--- config.mk ---
export PLATFORM = sky130hd
export DESIGN_NAME = lsu_axi_master
export DESIGN_NICKNAME = d
export VERILOG_FILES = /design/src/rtl/axi_lite_pkg.sv /design/src/rtl/axi_wait_timer.sv /design/src/rtl/lsu_axi_master.sv
export SDC_FILE = /design/constraint.sdc
export NUM_CORES = 1
export LEC_CHECK = 0
export BUFFER_PORTS_ARGS = -buffer_cell sky130_fd_sc_hd__buf_2
export CAP_MARGIN = 0
export CORE_MARGIN = 1.5
export CORE_UTILIZATION = 44
export DETAILED_ROUTE_END_ITERATION = 7
export PLACE_DENSITY = 0.84
export SLEW_MARGIN = 15
export SYNTH_ARGS = -nofsm -noshare
export SYNTH_HDL_FRONTEND = slang
export SYNTH_SLANG_ARGS = --single-unit
--- constraint.sdc ---
create_clock -name clk -period 1.9 [get_ports clk]
set_input_delay 0.19 -clock clk [delete_from_list [all_inputs] [get_ports clk]]
set_output_delay 0.19 -clock clk [all_outputs]
set_load 0.05 [all_outputs]
--- src/rtl/axi_lite_pkg.sv ---
// Shared AXI-lite definitions: LSU master state encoding and xRESP codes.
package axi_lite_pkg;

  typedef enum logic [2:0] {
    IDLE    = 3'd0,
    RD_ADDR = 3'd1,
    RD_DATA = 3'd2,
    WR_REQ  = 3'd3,
    WR_RESP = 3'd4,
    DONE    = 3'd5
  } lsu_state_t;

  localparam logic [1:0] RESP_OKAY   = 2'b00;
  localparam logic [1:0] RESP_SLVERR = 2'b10;
  localparam logic [1:0] RESP_DECERR = 2'b11;

endpackage

--- src/rtl/axi_wait_timer.sv ---
// Per-state wait counter; flags expiry when a wait state has lasted TIMEOUT cycles.
// Latency: expired is a decode of the registered count, no input-to-output path.
// Backpressure: none; clr wins over inc, TIMEOUT=0 never expires.
module axi_wait_timer #(
  parameter int unsigned TIMEOUT = 1024
) (
  input  logic clk,
  input  logic rst_n,
  input  logic clr,
  input  logic inc,
  output logic expired
);

  localparam logic [31:0] LIMIT = 32'(TIMEOUT) - 32'd1;

  logic [31:0] cnt_q;

  always_ff @(posedge clk or negedge rst_n) begin
    if (!rst_n) begin
      cnt_q <= '0;
    end else if (clr) begin
      cnt_q <= '0;
    end else if (inc) begin
      cnt_q <= cnt_q + 32'd1;
    end
  end

  // Count is 0 on the first cycle of a state, so LIMIT marks its TIMEOUT-th cycle.
  assign expired = (TIMEOUT != 0) && (cnt_q == LIMIT);

endmodule

--- src/rtl/lsu_axi_master.sv ---
// CPU load/store request to single-beat AXI-lite master, one transaction outstanding.
// Latency: read >= 3 cycles acceptance-to-resp_valid; write >= 3 cycles.
// Backpressure: req_ready only in IDLE; AXI valids held stable until ready or timeout.
module lsu_axi_master
  import axi_lite_pkg::*;
#(
  parameter int unsigned TIMEOUT = 1024
) (
  input  logic        clk,
  input  logic        rst_n,
  input  logic        req_valid,
  output logic        req_ready,
  input  logic        req_wen,
  input  logic [31:0] req_addr,
  input  logic [31:0] req_wdata,
  input  logic [3:0]  req_wstrb,
  output logic        resp_valid,
  output logic [31:0] resp_rdata,
  output logic        resp_err,
  output logic        arvalid,
  input  logic        arready,
  output logic [31:0] araddr,
  input  logic        rvalid,
  output logic        rready,
  input  logic [31:0] rdata,
  input  logic [1:0]  rresp,
  output logic        awvalid,
  input  logic        awready,
  output logic [31:0] awaddr,
  output logic        wvalid,
  input  logic        wready,
  output logic [31:0] wdata,
  output logic [3:0]  wstrb,
  input  logic        bvalid,
  output logic        bready,
  input  logic [1:0]  bresp
);

  lsu_state_t  state_q, state_d;
  logic [31:0] addr_q, wdata_q, rdata_q;
  logic [3:0]  wstrb_q;
  logic        err_q, aw_done_q, w_done_q, live_q;
  logic        req_hs, ar_hs, r_hs, aw_hs, w_hs, b_hs;
  logic        drain, waiting, expired, tmo;

  // live_q keeps the drain readies low while reset is asserted.
  assign req_ready = (state_q == IDLE) && live_q;
  assign drain     = (state_q == IDLE) && live_q && !req_valid;

  assign arvalid = (state_q == RD_ADDR);
  assign awvalid = (state_q == WR_REQ) && !aw_done_q;
  assign wvalid  = (state_q == WR_REQ) && !w_done_q;
  assign rready  = (state_q == RD_DATA) || drain;
  assign bready  = (state_q == WR_RESP) || drain;

  assign araddr = addr_q;
  assign awaddr = addr_q;
  assign wdata  = wdata_q;
  assign wstrb  = wstrb_q;

  assign resp_valid = (state_q == DONE);
  assign resp_rdata = rdata_q;
  assign resp_err   = err_q && (state_q == DONE);

  assign req_hs = req_valid && req_ready;
  assign ar_hs  = arvalid && arready;
  assign r_hs   = rvalid && rready;
  assign aw_hs  = awvalid && awready;
  assign w_hs   = wvalid && wready;
  assign b_hs   = bvalid && bready;

  assign waiting = (state_q == RD_ADDR) || (state_q == RD_DATA) ||
                   (state_q == WR_REQ)  || (state_q == WR_RESP);

  axi_wait_timer #(.TIMEOUT(TIMEOUT)) u_timer (
    .clk     (clk),
    .rst_n   (rst_n),
    .clr     (state_d != state_q),
    .inc     (waiting),
    .expired (expired)
  );

  always_ff @(posedge clk or negedge rst_n) begin
    if (!rst_n) state_q <= IDLE;
    else        state_q <= state_d;
  end

  // A completing handshake takes priority over a timeout in the same cycle.
  always_comb begin
    state_d = state_q;
    tmo     = 1'b0;
    unique case (state_q)
      IDLE:    if (req_hs) state_d = req_wen ? WR_REQ : RD_ADDR;
      RD_ADDR: if (ar_hs) state_d = RD_DATA;
               else if (expired) begin state_d = DONE; tmo = 1'b1; end
      RD_DATA: if (r_hs) state_d = DONE;
               else if (expired) begin state_d = DONE; tmo = 1'b1; end
      WR_REQ:  if ((aw_done_q || aw_hs) && (w_done_q || w_hs)) state_d = WR_RESP;
               else if (expired) begin state_d = DONE; tmo = 1'b1; end
      WR_RESP: if (b_hs) state_d = DONE;
               else if (expired) begin state_d = DONE; tmo = 1'b1; end
      DONE:    state_d = IDLE;
      default: state_d = IDLE;
    endcase
  end

  always_ff @(posedge clk or negedge rst_n) begin
    if (!rst_n) begin
      addr_q    <= '0;
      wdata_q   <= '0;
      wstrb_q   <= '0;
      rdata_q   <= '0;
      err_q     <= 1'b0;
      aw_done_q <= 1'b0;
      w_done_q  <= 1'b0;
      live_q    <= 1'b0;
    end else begin
      live_q <= 1'b1;
      if (req_hs) begin
        addr_q    <= req_addr;
        wdata_q   <= req_wdata;
        wstrb_q   <= req_wstrb;
        rdata_q   <= '0;
        err_q     <= 1'b0;
        aw_done_q <= 1'b0;
        w_done_q  <= 1'b0;
      end
      if (aw_hs) aw_done_q <= 1'b1;
      if (w_hs)  w_done_q  <= 1'b1;
      if ((state_q == RD_DATA) && r_hs) begin
        rdata_q <= (rresp == RESP_OKAY) ? rdata : '0;
        err_q   <= (rresp != RESP_OKAY);
      end
      if ((state_q == WR_RESP) && b_hs) begin
        rdata_q <= '0;
        err_q   <= (bresp != RESP_OKAY);
      end
      if (tmo) begin
        rdata_q <= '0;
        err_q   <= 1'b1;
      end
    end
  end

endmodule

==> results.cfg <==
[synth]
avgSynthCellArea_um2 = 11.8
synth_cells = 525
ys_ff_latch = 139
synth_flop_cell = dfrtp_1
yosysMostFrequentCell = dfrtp_1
synth_area_leaders = dfrtp_1, mux2_2, buf_4
synth_top_cell_area_share = 0.563
synthArstFlopShare = 1.00
synthTopCellsByCount = dfrtp_1, nor2_1, mux2_2
syn_nets = 639
ys_warn_count = 0
synth-seq-area-share = 0.563
synth_edf_count = 0
ys_types = 50
synthesis.area_um2 = 6180
synth_top_area_cell = dfrtp_1

[timing]
setup_slack_ns = -0.0963
rsz0062_at_grt = true
timing.fmax_mhz = 501
finalCritPeriodShare = 1.05
worst_pin_slew_ns = 0.625
setup_viol = 102
fin_worst_skew_ns = 0.00963
report.final.hold_viol_count = 0
drv_slew = 0
tns_ns = -3.56
fin_crit_ns = 2.00
maxSlewHeadroom = 0.582

[critical_path]
crit_buf_inv = 2
cp.arrival_ns = 2.30
cp_cell_sequence = nor4_2 -> nand4_1 -> or3_4 -> o22ai_4 -> buf_6 -> clkbuf_16 -> nor2_1
crit_type = flip-flop to flip-flop
timing.rr.start = u_timer.cnt_q[26]$_DFFE_PN0P_
cp_max_fo = 8
cpPeakStageDelay_ns = 0.42
r2r-end = u_timer.cnt_q[14]$_DFFE_PN0P_
critPathTopFamily = simple AND/OR/NAND/NOR gates
start_kind = flip-flop
crit_end = u_timer.cnt_q[14]$_DFFE_PN0P_
crit_slowest_cell = dfrtp_1
rr_worst_depth = 7
r2r_slack_ns = -0.1
crit_required_ns = 2.21
cp.depth = 7
critPathLaunch = u_timer.cnt_q[26]$_DFFE_PN0P_
end_kind = flip-flop

[detailed_routing]
vias = 5606
post_drt_wl_per_cell_um = 19.6
vias_per_cell = 5.24
wl_um = 20900
drc_errors = 0
first_iter_violations = 291
ant_nets = 0
firstDrtPassIters = 4

[clocking]
clock-sinks = 139
clock-root-buffer = clkbuf_16
clock_latency_ns = 0.43
path_clk_slew_ns = 0.06
cts_buffers = 17
cts.htree.levels = 4
cts_tree = yes
cts_max_path_buffers = 2

[global_routing]
grt_pass1_wl_um = 27300
grt_remaining_overflow = 0
antenna_found_initial = 1
grt_pass1_vias = 5517
grt_usage = 0.239
grt_max_degree = 67

[layout]
regArea_um2 = 3480
multiInputGateArea_um2 = 2880
fillers = 882
nets = 990
drive_above_1_share = 0.550
fin_area_um2 = 10100
final_cells = 1070
areaGrowthSynthToFinish_pct = 63.4

[pwr]
irDropWorstVdd_v = 0.00133
power_density_nw_per_um2 = 1860
power_mw = 18.7
p_leak_nw = 4.98

[place]
placedCellCount = 943
gp_congestion = 0.866
io_buffers = 252
hpwl_um = 10800
place_area_um2 = 7900

[floorplan]
core_area_um2 = 13800
die_w_um = 122
die_y_um = 122
die_area_um2 = 14800
num_rows = 43
ios = 253
initial_core_util = 0.449

[run]
maxCapViolations = 0

[worst_hold_path]
hold_path.class = primary input to flip-flop
min_delay_path_depth = 2

[status]
outcome = finished with violations
failed_checks = setup timing
==> cells by family after synthesis <==
logic type               synth area share
multiplexers                        0.126
other                            0.000607
buffers and inverters              0.0650
XOR/XNOR                           0.0383
adder cells (fa/ha/maj)           0.00202
flip-flops                          0.563
AND/OR/NAND/NOR                     0.131
AO/OA/AOI/OAI                      0.0743
==> registers in the layout (all words and copies together) (netlist names), 3 cells and up <==
signal and flops:
araddr 32, wdata 32, resp_rdata 32, state_q 3, u_timer.cnt_q 32, wstrb 4
==> cell type report <==
cell class | count | share of cell area
Timing Repair Buffer | 390 | 0.287
Tap cell | 180 | 0.0223
Sequential cell | 139 | 0.345
Antenna cell | 1 | 0.000248
Inverter | 4 | 0.00173
Multi-Input combinational cell | 324 | 0.285
Clock buffer | 20 | 0.0442
Clock inverter | 12 | 0.0138
==> how the worst min path moves through the flow <==
stage                   from                         end  slack (ns)
6_report       req_wdata[11]       wdata[11]$_DFFE_PN0P_       0.008
5_1_grt        req_wdata[11]       wdata[11]$_DFFE_PN0P_      -0.007
4_1_cts            rdata[19]  resp_rdata[19]$_DFFE_PN0P_      0.0005
3_5_place_dp           rst_n       wdata[12]$_DFFE_PN0P_        0.06
3_3_place_gp           rst_n      araddr[27]$_DFFE_PN0P_        0.06
2_1_floorplan          rst_n       araddr[0]$_DFFE_PN0P_       -0.11
==> power breakdown <==
part / switching [mW] / leakage (nW) / internal, mW / total [mW]
logic: 7.13 / 2.93 / 3.56 / 10.7
registers: 0.780 / 1.78 / 3.94 / 4.72
clock network: 1.34 / 0.274 / 1.98 / 3.32
total: 9.25 / 4.98 / 9.48 / 18.7
==> layer usage <==
metal  share of wire  GRT usage  wire [um]  vias to the layer above
met1            0.37      0.260       7730                     2782
met4           0.032     0.0956        678                        0
met5               0          0          0                        -
met2            0.54      0.438      11200                      237
li1                -          -          -                     2530
met3           0.061     0.0681       1280                       57
==> what timing repair did <==
action | in CTS | in global routing
gates cloned | 3 | 12
gates resized for setup | 33 | 102
hold endpoints to repair | 209 | 0
endpoints found under the setup margin | 71 | 140
setup buffers | 4 | 4
hold buffers | 71 | 0
pin swaps | 10 | 3
==> placed cells by master (no fill, tap or decap), types with 5 or more instances in the layout <==
| cell | instances |
|---|---|
| a21oi_1 | 5 |
| nor2_4 | 6 |
| nand4_1 | 13 |
| dfrtp_1 | 136 |
| or3_1 | 5 |
| a21oi_2 | 5 |
| nand3_1 | 13 |
| a22oi_2 | 30 |
| buf_6 | 8 |
| dlygate4sd3_1 | 71 |
| nor2_1 | 64 |
| nor2_2 | 9 |
| nand2_1 | 13 |
| buf_2 | 245 |
| buf_12 | 9 |
| mux2_4 | 68 |
| clkbuf_16 | 26 |
| and3_1 | 6 |
| o21ai_0 | 6 |
| buf_4 | 40 |
| xor2_1 | 23 |
==> metrics by stage <==
step            util  hold slack (ns)  setup slack [ns]
6_report       0.733          0.00840           -0.0963
5_1_grt        0.733         -0.00664            -0.151
4_1_cts        0.683         0.000518           -0.0308
3_5_place_dp   0.574           0.0586            -0.185
3_3_place_gp   0.574           0.0579            -0.140
2_1_floorplan      -           -0.106            -0.207
(Power assumes the default switching activity.)
